[config.mk]
export PLATFORM = sky130hd
export DESIGN_NAME = load_store_buffer_flat
export DESIGN_NICKNAME = d
export VERILOG_FILES = /design/src/rtl/load_store_buffer_if.sv /design/src/rtl/load_store_buffer.sv /design/src/flat_wrapper.sv
export SDC_FILE = /design/constraint.sdc
export NUM_CORES = 2
export LEC_CHECK = 0
export CORE_MARGIN = 2
export CORE_UTILIZATION = 33
export CTS_CLUSTER_DIAMETER = 30
export DETAILED_ROUTE_END_ITERATION = 10
export PLACE_DENSITY = 0.47
export SYNTH_ARGS = -nofsm -noshare
export SYNTH_HDL_FRONTEND = slang
export SYNTH_SLANG_ARGS = --single-unit
[constraint.sdc]
create_clock -name clk -period 7.5 [get_ports clk]
set_clock_uncertainty 0.2 [all_clocks]
set_input_delay 1.875 -clock clk [delete_from_list [all_inputs] [get_ports clk]]
set_output_delay 1.875 -clock clk [all_outputs]
set_load 0.03 [all_outputs]
[src/rtl/load_store_buffer_if.sv]
// Dispatch, result-broadcast and LS-issue signals of the load/store buffer.
// The buffer uses the slave view; the dispatch/CDB/LS-unit side uses the master view.
interface load_store_buffer_if;
    logic        rdy;

    logic        disp_valid;
    logic [5:0]  disp_op_id;
    logic [31:0] disp_pc;
    logic        disp_rs1_rdy;
    logic [31:0] disp_rs1_val;
    logic [3:0]  disp_rs1_tag;
    logic        disp_rs2_rdy;
    logic [31:0] disp_rs2_val;
    logic [3:0]  disp_rs2_tag;
    logic [31:0] disp_imm;
    logic [3:0]  disp_rob_id;
    logic        lsb_full;

    logic        alu_cdb_valid;
    logic [3:0]  alu_cdb_rob_id;
    logic [31:0] alu_cdb_value;
    logic        ls_cdb_valid;
    logic [3:0]  ls_cdb_rob_id;
    logic [31:0] ls_cdb_value;

    logic        ls_enable;
    logic        ls_issue_valid;
    logic [5:0]  ls_op_id;
    logic [31:0] ls_inst_pc;
    logic [31:0] ls_rs1;
    logic [31:0] ls_rs2;
    logic [31:0] ls_imm;
    logic [3:0]  ls_rob_id;

    logic        rob_roll_back;

    modport slave (
        input  rdy,
        input  disp_valid, disp_op_id, disp_pc,
        input  disp_rs1_rdy, disp_rs1_val, disp_rs1_tag,
        input  disp_rs2_rdy, disp_rs2_val, disp_rs2_tag,
        input  disp_imm, disp_rob_id,
        output lsb_full,
        input  alu_cdb_valid, alu_cdb_rob_id, alu_cdb_value,
        input  ls_cdb_valid, ls_cdb_rob_id, ls_cdb_value,
        input  ls_enable,
        output ls_issue_valid, ls_op_id, ls_inst_pc, ls_rs1, ls_rs2, ls_imm, ls_rob_id,
        input  rob_roll_back
    );

    modport master (
        output rdy,
        output disp_valid, disp_op_id, disp_pc,
        output disp_rs1_rdy, disp_rs1_val, disp_rs1_tag,
        output disp_rs2_rdy, disp_rs2_val, disp_rs2_tag,
        output disp_imm, disp_rob_id,
        input  lsb_full,
        output alu_cdb_valid, alu_cdb_rob_id, alu_cdb_value,
        output ls_cdb_valid, ls_cdb_rob_id, ls_cdb_value,
        output ls_enable,
        input  ls_issue_valid, ls_op_id, ls_inst_pc, ls_rs1, ls_rs2, ls_imm, ls_rob_id,
        output rob_roll_back
    );
endinterface

[src/rtl/load_store_buffer.sv]
// In-order load/store buffer: holds dispatched memory ops, snoops both CDBs for
// missing operands, and issues the oldest entry to the LS unit once it is ready.
module load_store_buffer #(
    parameter int DEPTH = 16,
    parameter int IDX_W = 4
) (
    input  logic                  clk,
    input  logic                  rst,
    load_store_buffer_if.slave    bus
);

    localparam logic [IDX_W:0] FULL_CNT = (IDX_W+1)'(DEPTH);

    logic [IDX_W-1:0] head_q, tail_q;
    logic [IDX_W:0]   count_q, count_d;

    logic [DEPTH-1:0] busy_q;
    logic [DEPTH-1:0] rs1_rdy_q, rs2_rdy_q;
    logic [5:0]       op_q      [DEPTH];
    logic [31:0]      pc_q      [DEPTH];
    logic [31:0]      imm_q     [DEPTH];
    logic [3:0]       rob_q     [DEPTH];
    logic [31:0]      rs1_val_q [DEPTH];
    logic [31:0]      rs2_val_q [DEPTH];
    logic [3:0]       rs1_tag_q [DEPTH];
    logic [3:0]       rs2_tag_q [DEPTH];

    logic        ls_valid_q;
    logic [5:0]  ls_op_q;
    logic [31:0] ls_pc_q, ls_rs1_q, ls_rs2_q, ls_imm_q;
    logic [3:0]  ls_rob_q;

    logic full, disp_go, issue_go;

    assign full     = (count_q == FULL_CNT);
    assign disp_go  = bus.disp_valid && !full;
    // Issue looks only at registered state, so a CDB hit this cycle issues next cycle at the earliest.
    assign issue_go = busy_q[head_q] && rs1_rdy_q[head_q] && rs2_rdy_q[head_q] && bus.ls_enable;

    // Per-entry CDB match; ALU value takes precedence when both buses carry the tag.
    logic [DEPTH-1:0] rs1_hit, rs2_hit;
    logic [31:0]      rs1_snoop [DEPTH];
    logic [31:0]      rs2_snoop [DEPTH];

    generate
        for (genvar gi = 0; gi < DEPTH; gi++) begin : g_snoop
            logic a1, l1, a2, l2;
            assign a1 = bus.alu_cdb_valid && (bus.alu_cdb_rob_id == rs1_tag_q[gi]);
            assign l1 = bus.ls_cdb_valid  && (bus.ls_cdb_rob_id  == rs1_tag_q[gi]);
            assign a2 = bus.alu_cdb_valid && (bus.alu_cdb_rob_id == rs2_tag_q[gi]);
            assign l2 = bus.ls_cdb_valid  && (bus.ls_cdb_rob_id  == rs2_tag_q[gi]);
            assign rs1_hit[gi]   = busy_q[gi] && !rs1_rdy_q[gi] && (a1 || l1);
            assign rs2_hit[gi]   = busy_q[gi] && !rs2_rdy_q[gi] && (a2 || l2);
            assign rs1_snoop[gi] = a1 ? bus.alu_cdb_value : bus.ls_cdb_value;
            assign rs2_snoop[gi] = a2 ? bus.alu_cdb_value : bus.ls_cdb_value;
        end
    endgenerate

    // Same-cycle bypass for the entry being dispatched.
    logic        byp1_rdy, byp2_rdy;
    logic [31:0] byp1_val, byp2_val;

    always_comb begin
        byp1_rdy = bus.disp_rs1_rdy;
        byp1_val = bus.disp_rs1_val;
        byp2_rdy = bus.disp_rs2_rdy;
        byp2_val = bus.disp_rs2_val;
        if (!bus.disp_rs1_rdy) begin
            if (bus.alu_cdb_valid && bus.alu_cdb_rob_id == bus.disp_rs1_tag) begin
                byp1_rdy = 1'b1;
                byp1_val = bus.alu_cdb_value;
            end else if (bus.ls_cdb_valid && bus.ls_cdb_rob_id == bus.disp_rs1_tag) begin
                byp1_rdy = 1'b1;
                byp1_val = bus.ls_cdb_value;
            end
        end
        if (!bus.disp_rs2_rdy) begin
            if (bus.alu_cdb_valid && bus.alu_cdb_rob_id == bus.disp_rs2_tag) begin
                byp2_rdy = 1'b1;
                byp2_val = bus.alu_cdb_value;
            end else if (bus.ls_cdb_valid && bus.ls_cdb_rob_id == bus.disp_rs2_tag) begin
                byp2_rdy = 1'b1;
                byp2_val = bus.ls_cdb_value;
            end
        end
    end

    always_comb begin
        count_d = count_q;
        case ({disp_go, issue_go})
            2'b10:   count_d = count_q + 1'b1;
            2'b01:   count_d = count_q - 1'b1;
            default: count_d = count_q;
        endcase
    end

    always_ff @(posedge clk) begin
        if (rst) begin
            head_q     <= '0;
            tail_q     <= '0;
            count_q    <= '0;
            busy_q     <= '0;
            ls_valid_q <= 1'b0;
            ls_op_q    <= '0;
            ls_pc_q    <= '0;
            ls_rs1_q   <= '0;
            ls_rs2_q   <= '0;
            ls_imm_q   <= '0;
            ls_rob_q   <= '0;
        end else if (bus.rdy) begin
            if (bus.rob_roll_back) begin
                head_q     <= '0;
                tail_q     <= '0;
                count_q    <= '0;
                busy_q     <= '0;
                ls_valid_q <= 1'b0;
            end else begin
                for (int i = 0; i < DEPTH; i++) begin
                    if (rs1_hit[i]) begin
                        rs1_rdy_q[i] <= 1'b1;
                        rs1_val_q[i] <= rs1_snoop[i];
                    end
                    if (rs2_hit[i]) begin
                        rs2_rdy_q[i] <= 1'b1;
                        rs2_val_q[i] <= rs2_snoop[i];
                    end
                end

                ls_valid_q <= issue_go;
                if (issue_go) begin
                    ls_op_q        <= op_q[head_q];
                    ls_pc_q        <= pc_q[head_q];
                    ls_rs1_q       <= rs1_val_q[head_q];
                    ls_rs2_q       <= rs2_val_q[head_q];
                    ls_imm_q       <= imm_q[head_q];
                    ls_rob_q       <= rob_q[head_q];
                    busy_q[head_q] <= 1'b0;
                    head_q         <= head_q + 1'b1;
                end

                // The slot at tail is never busy when not full, so it cannot collide with the snoop above.
                if (disp_go) begin
                    busy_q[tail_q]    <= 1'b1;
                    op_q[tail_q]      <= bus.disp_op_id;
                    pc_q[tail_q]      <= bus.disp_pc;
                    imm_q[tail_q]     <= bus.disp_imm;
                    rob_q[tail_q]     <= bus.disp_rob_id;
                    rs1_rdy_q[tail_q] <= byp1_rdy;
                    rs1_val_q[tail_q] <= byp1_val;
                    rs1_tag_q[tail_q] <= bus.disp_rs1_tag;
                    rs2_rdy_q[tail_q] <= byp2_rdy;
                    rs2_val_q[tail_q] <= byp2_val;
                    rs2_tag_q[tail_q] <= bus.disp_rs2_tag;
                    tail_q            <= tail_q + 1'b1;
                end

                count_q <= count_d;
            end
        end
    end

    assign bus.lsb_full       = full;
    assign bus.ls_issue_valid = ls_valid_q;
    assign bus.ls_op_id       = ls_op_q;
    assign bus.ls_inst_pc     = ls_pc_q;
    assign bus.ls_rs1         = ls_rs1_q;
    assign bus.ls_rs2         = ls_rs2_q;
    assign bus.ls_imm         = ls_imm_q;
    assign bus.ls_rob_id      = ls_rob_q;

endmodule

[src/flat_wrapper.sv]
// flat-port wrapper written by rule: the top's interface ports become plain ports
module load_store_buffer_flat 
#(
    parameter int DEPTH = 16,
    parameter int IDX_W = 4
)
  (clk, rst, bus_rdy, bus_disp_valid, bus_disp_op_id, bus_disp_pc, bus_disp_rs1_rdy, bus_disp_rs1_val, bus_disp_rs1_tag, bus_disp_rs2_rdy, bus_disp_rs2_val, bus_disp_rs2_tag, bus_disp_imm, bus_disp_rob_id, bus_lsb_full, bus_alu_cdb_valid, bus_alu_cdb_rob_id, bus_alu_cdb_value, bus_ls_cdb_valid, bus_ls_cdb_rob_id, bus_ls_cdb_value, bus_ls_enable, bus_ls_issue_valid, bus_ls_op_id, bus_ls_inst_pc, bus_ls_rs1, bus_ls_rs2, bus_ls_imm, bus_ls_rob_id, bus_rob_roll_back);
  load_store_buffer_if bus_i ();
  input  logic clk;
  input  logic rst;
  input wire logic [$bits(bus_i.rdy)-1:0] bus_rdy;
  input wire logic [$bits(bus_i.disp_valid)-1:0] bus_disp_valid;
  input wire logic [$bits(bus_i.disp_op_id)-1:0] bus_disp_op_id;
  input wire logic [$bits(bus_i.disp_pc)-1:0] bus_disp_pc;
  input wire logic [$bits(bus_i.disp_rs1_rdy)-1:0] bus_disp_rs1_rdy;
  input wire logic [$bits(bus_i.disp_rs1_val)-1:0] bus_disp_rs1_val;
  input wire logic [$bits(bus_i.disp_rs1_tag)-1:0] bus_disp_rs1_tag;
  input wire logic [$bits(bus_i.disp_rs2_rdy)-1:0] bus_disp_rs2_rdy;
  input wire logic [$bits(bus_i.disp_rs2_val)-1:0] bus_disp_rs2_val;
  input wire logic [$bits(bus_i.disp_rs2_tag)-1:0] bus_disp_rs2_tag;
  input wire logic [$bits(bus_i.disp_imm)-1:0] bus_disp_imm;
  input wire logic [$bits(bus_i.disp_rob_id)-1:0] bus_disp_rob_id;
  output wire logic [$bits(bus_i.lsb_full)-1:0] bus_lsb_full;
  input wire logic [$bits(bus_i.alu_cdb_valid)-1:0] bus_alu_cdb_valid;
  input wire logic [$bits(bus_i.alu_cdb_rob_id)-1:0] bus_alu_cdb_rob_id;
  input wire logic [$bits(bus_i.alu_cdb_value)-1:0] bus_alu_cdb_value;
  input wire logic [$bits(bus_i.ls_cdb_valid)-1:0] bus_ls_cdb_valid;
  input wire logic [$bits(bus_i.ls_cdb_rob_id)-1:0] bus_ls_cdb_rob_id;
  input wire logic [$bits(bus_i.ls_cdb_value)-1:0] bus_ls_cdb_value;
  input wire logic [$bits(bus_i.ls_enable)-1:0] bus_ls_enable;
  output wire logic [$bits(bus_i.ls_issue_valid)-1:0] bus_ls_issue_valid;
  output wire logic [$bits(bus_i.ls_op_id)-1:0] bus_ls_op_id;
  output wire logic [$bits(bus_i.ls_inst_pc)-1:0] bus_ls_inst_pc;
  output wire logic [$bits(bus_i.ls_rs1)-1:0] bus_ls_rs1;
  output wire logic [$bits(bus_i.ls_rs2)-1:0] bus_ls_rs2;
  output wire logic [$bits(bus_i.ls_imm)-1:0] bus_ls_imm;
  output wire logic [$bits(bus_i.ls_rob_id)-1:0] bus_ls_rob_id;
  input wire logic [$bits(bus_i.rob_roll_back)-1:0] bus_rob_roll_back;
  assign bus_i.rdy = bus_rdy;
  assign bus_i.disp_valid = bus_disp_valid;
  assign bus_i.disp_op_id = bus_disp_op_id;
  assign bus_i.disp_pc = bus_disp_pc;
  assign bus_i.disp_rs1_rdy = bus_disp_rs1_rdy;
  assign bus_i.disp_rs1_val = bus_disp_rs1_val;
  assign bus_i.disp_rs1_tag = bus_disp_rs1_tag;
  assign bus_i.disp_rs2_rdy = bus_disp_rs2_rdy;
  assign bus_i.disp_rs2_val = bus_disp_rs2_val;
  assign bus_i.disp_rs2_tag = bus_disp_rs2_tag;
  assign bus_i.disp_imm = bus_disp_imm;
  assign bus_i.disp_rob_id = bus_disp_rob_id;
  assign bus_lsb_full = bus_i.lsb_full;
  assign bus_i.alu_cdb_valid = bus_alu_cdb_valid;
  assign bus_i.alu_cdb_rob_id = bus_alu_cdb_rob_id;
  assign bus_i.alu_cdb_value = bus_alu_cdb_value;
  assign bus_i.ls_cdb_valid = bus_ls_cdb_valid;
  assign bus_i.ls_cdb_rob_id = bus_ls_cdb_rob_id;
  assign bus_i.ls_cdb_value = bus_ls_cdb_value;
  assign bus_i.ls_enable = bus_ls_enable;
  assign bus_ls_issue_valid = bus_i.ls_issue_valid;
  assign bus_ls_op_id = bus_i.ls_op_id;
  assign bus_ls_inst_pc = bus_i.ls_inst_pc;
  assign bus_ls_rs1 = bus_i.ls_rs1;
  assign bus_ls_rs2 = bus_i.ls_rs2;
  assign bus_ls_imm = bus_i.ls_imm;
  assign bus_ls_rob_id = bus_i.ls_rob_id;
  assign bus_i.rob_roll_back = bus_rob_roll_back;
  load_store_buffer #(.DEPTH(DEPTH), .IDX_W(IDX_W)) u_core (.clk(clk), .rst(rst), .bus(bus_i));
endmodule
==> reports/summary.txt <==
Share of layout cells above drive strength 1 -> 0.2763
GRT met1 Usage -> 0.3141
Met2 Resource Use GR -> 0.3899
Drt pass-1 iters -> 6
CP cell instances -> buf_4, nand2b_1, a2111oi_0, a2111o_1, a211oi_4, buf_4, nand2_4, buf_4, nand2_1, a21oi_1
Dominant register cell in the synthesized netlist -> edfxtp_1
Core ar. -> 368300 sq um
Syn. warnings -> 0
CP max-delay cell -> dfxtp_4
Leak Pwr -> 50.30 nW
Setup TNS -> 0 ps
Power, Total -> 0.04474 W
Critical path endpoint category -> flop
Slew Viols, Final -> 0
Crit Path Class -> reg -> reg
Final period utilization -> 0.7012
Clk sinks -> 2536
Max stage delay on crit path -> 950 ps
Layout area overhead -> 26.26%
Antenna Nets Post-Route -> 0
Overall Global Routing Usage -> 0.2386
Worst IR Drop VDD -> 0.2317 mV
Crit-path max FO -> 54
Syn Area/Cell -> 14.10 sq um
Comb pwr share -> 0.040
Max Fclk -> 0.1901 GHz
Starting density of the core -> 0.3310
Seq/Total Area, Yosys -> 0.6108
Via-per-instance ratio -> 5.646
Int Power -> 0.03467 W
Status -> finished clean
Routed wire length -> 456200 um
Worst Tran Pin Value -> 1339 ps
Die footprint -> 374300 sq um
EDFF count, synth -> 2368
Worst hold slack -> 250.1 ps
CTS tree -> done
Clock slew at reported path FFs -> 40 ps
Post-Synthesis Cells -> 8649
Final min period -> 5259 ps
Routed via count -> 81592
Met3 Track Usage GR -> 0.04309
RePlAce Congestion -> 0.8187
Hold Crit Class -> reg -> reg
Largest net degree at the start of global routing -> 154
Worst Path Arrival -> 5980 ps
Most frequent CP cell -> buf_4
Seq cells post-synth -> 2536
CTS buffer count -> 651
Post-CTS sizing -> 0
Syn Nets -> 8889
Synth cell types -> 53
# setup viols final -> 0
Num ports -> 368
Nets@finish -> 9296
Asr flop ratio synth -> 0
Final Core Density -> 0.4180
Die height -> 611.8 um
Clock Latency Late Sink -> 1050 ps
Post-DP HPWL -> 240800 um
Worst slew margin -> 0.1044
Num rows -> 223
DRT iter0 DRCs -> 8140
Unrepaired setup endpoints after global routing -> no
Total grt overflow -> 0
Sequential Power Share -> 0.348
Vias in the first global route -> 82229
Initial antenna violation count -> 36
DRC errors left -> 0
Maxcap violations -> 0
Switch share -> 0.2250
Port bufs -> 367
Root Buffer -> clkbuf_16
Setup Buffers After CTS -> 0
Sw power -> 0.01007 W
CTS Buffer Depth -> 4
Die width -> 611.8 um
Grt peak-use layer -> met2
Final hold violation count -> 0
H-Tree Level Count -> 6
Setup crit start kind -> flop
Routed len/inst -> 31.57 um
Synthesized cell area -> 121900 sq um
Clock share of power -> 0.612
Worst EP required -> 8220 ps
PD cells -> 290.6 nW/um^2
First-pass GRT wire length -> 635300 um
Post-CTS Hold Fix Bufs -> 0
[state kept, by name, summed over array words and instances (netlist names), 64 cells and up]
name	flops
u_core.pc_q	512
u_core.rs1_tag_q	64
u_core.imm_q	512
u_core.rob_q	64
u_core.rs2_tag_q	64
u_core.rs2_val_q	512
u_core.op_q	96
u_core.rs1_val_q	512
[routing by layer]
layer  vias up  part of all wire
li1      34555                 -
met3       867             0.075
met2      3810              0.48
met1     42346              0.41
met4        14             0.039
met5         -           0.00020
[power groups by stage]
stage	logic (W)	registers (W)	clock network, W
3_5_place_dp	0.00176	0.0158	0
2_1_floorplan	0.00104	0.0158	0
3_3_place_gp	0.00172	0.0158	0
4_1_cts	0.00177	0.0156	0.0277
6_report	0.00178	0.0156	0.0274
5_1_grt	0.00193	0.0156	0.0285
[per-stage QoR]
| step | setup slack [ps] | instance area, sq um | instances |
|---|---|---|---|
| after global routing | 1898 | 153900 | 14445 |
| final | 2241 | 153900 | 14452 |
| after floorplan | 526.2 | 121900 | 8649 |
| after detailed placement | 1504 | 132000 | 13240 |
| after global placement | 110.4 | 132000 | 13239 |
| after CTS | 2142 | 153900 | 14441 |
[logic make-up (layout without fill, tap and decap cells)]
family	count (synthesis)	in the layout	share of synthesized area
xor gates and xnor gates	273	273	0.01961
AOI/OAI and AO/OA	1951	1951	0.09489
other	0	11	0
buffers and inverters	996	1951	0.03130
DFF	2536	2536	0.6108
adders and majority gates	12	12	0.001293
and+or+nand+nor	1661	1661	0.06502
muxes	1220	1220	0.1771
[synthesized netlist by cell type, types with 42 or more instances]
| cell type | instances | share of area |
|---|---|---|
| o22a_1 | 64 | 0.0046 |
| nor4_1 | 65 | 0.0033 |
| mux4_2 | 698 | 0.13 |
| edfxtp_1 | 2368 | 0.58 |
| xor2_1 | 203 | 0.015 |
| buf_1 | 120 | 0.0037 |
| mux2_2 | 513 | 0.047 |
| nor2b_1 | 516 | 0.026 |
| xnor2_1 | 70 | 0.0050 |
| nor2_1 | 42 | 0.0013 |
| a211oi_1 | 514 | 0.032 |
| nand2_1 | 924 | 0.028 |
| a21oi_1 | 666 | 0.027 |
| dfxtp_1 | 168 | 0.028 |
| nand3_1 | 49 | 0.0020 |
| o21ai_0 | 575 | 0.024 |
| clkbuf_1 | 821 | 0.025 |
| o22ai_1 | 66 | 0.0034 |
[final timing paths]
check / from / to / slack (ps) / depth (start not counted)
setup reg to reg: u_core.head_q[3] / u_core.bus.ls_inst_pc[24] / 2240 / 10
setup / recovery: u_core.head_q[3] / u_core.bus.ls_inst_pc[24] / 2240 / 10
hold reg to reg: u_core.bus.ls_op_id[0] / u_core.bus.ls_op_id[0] / 250 / 2
hold / removal: u_core.bus.ls_op_id[0] / u_core.bus.ls_op_id[0] / 250 / 2
[placed cells by master, fill, tap and decap left out, types with 10 or more instances in the layout]
cell and n:
edfxtp_1 2368, nand2_1 913, mux4_2 698, a21oi_1 663
clkbuf_16 653, o21ai_0 575, nor2b_1 516, a211oi_1 514
mux2_2 513, clkdlybuf4s50_1 356, buf_4 293, xor2_1 203
dfxtp_1 164, clkbuf_1 125, clkinv_2 113, clkinv_1 106
xnor2_1 70, bufinv_16 66, o22ai_1 64, o22a_1 64
buf_12 60, nand3_1 47, clkinvlp_4 43, nor4_1 33
nor4_2 32, clkinv_16 32, nand2b_1 29, nor2_4 25
o21a_1 23, clkbuf_8 18, nor2_1 17, inv_1 17
inv_6 17, clkinv_4 15, clkinv_8 12, diode_2 11
ha_1 11, buf_2 10
[critical path, delay by kind of cell (launching register included)]
kind                   cells  cell delay, ps
flip-flops                 1             950
AND/OR/NAND/NOR            3            1210
AO/OA/AOI/OAI              4             910
buffers and inverters      3            1760
[area by class of cell]
type	count	area [sq um]
diodes	11	27.53
clock buffers	796	17060
clock inverters	405	4813
fillers	33200	214400
inverters	30	182.7
multi-input cells	5117	44290
flip-flops and latches	2536	74490
well taps	4837	6052
repair buffers	720	7029
Power figures use the tool's default switching activity.
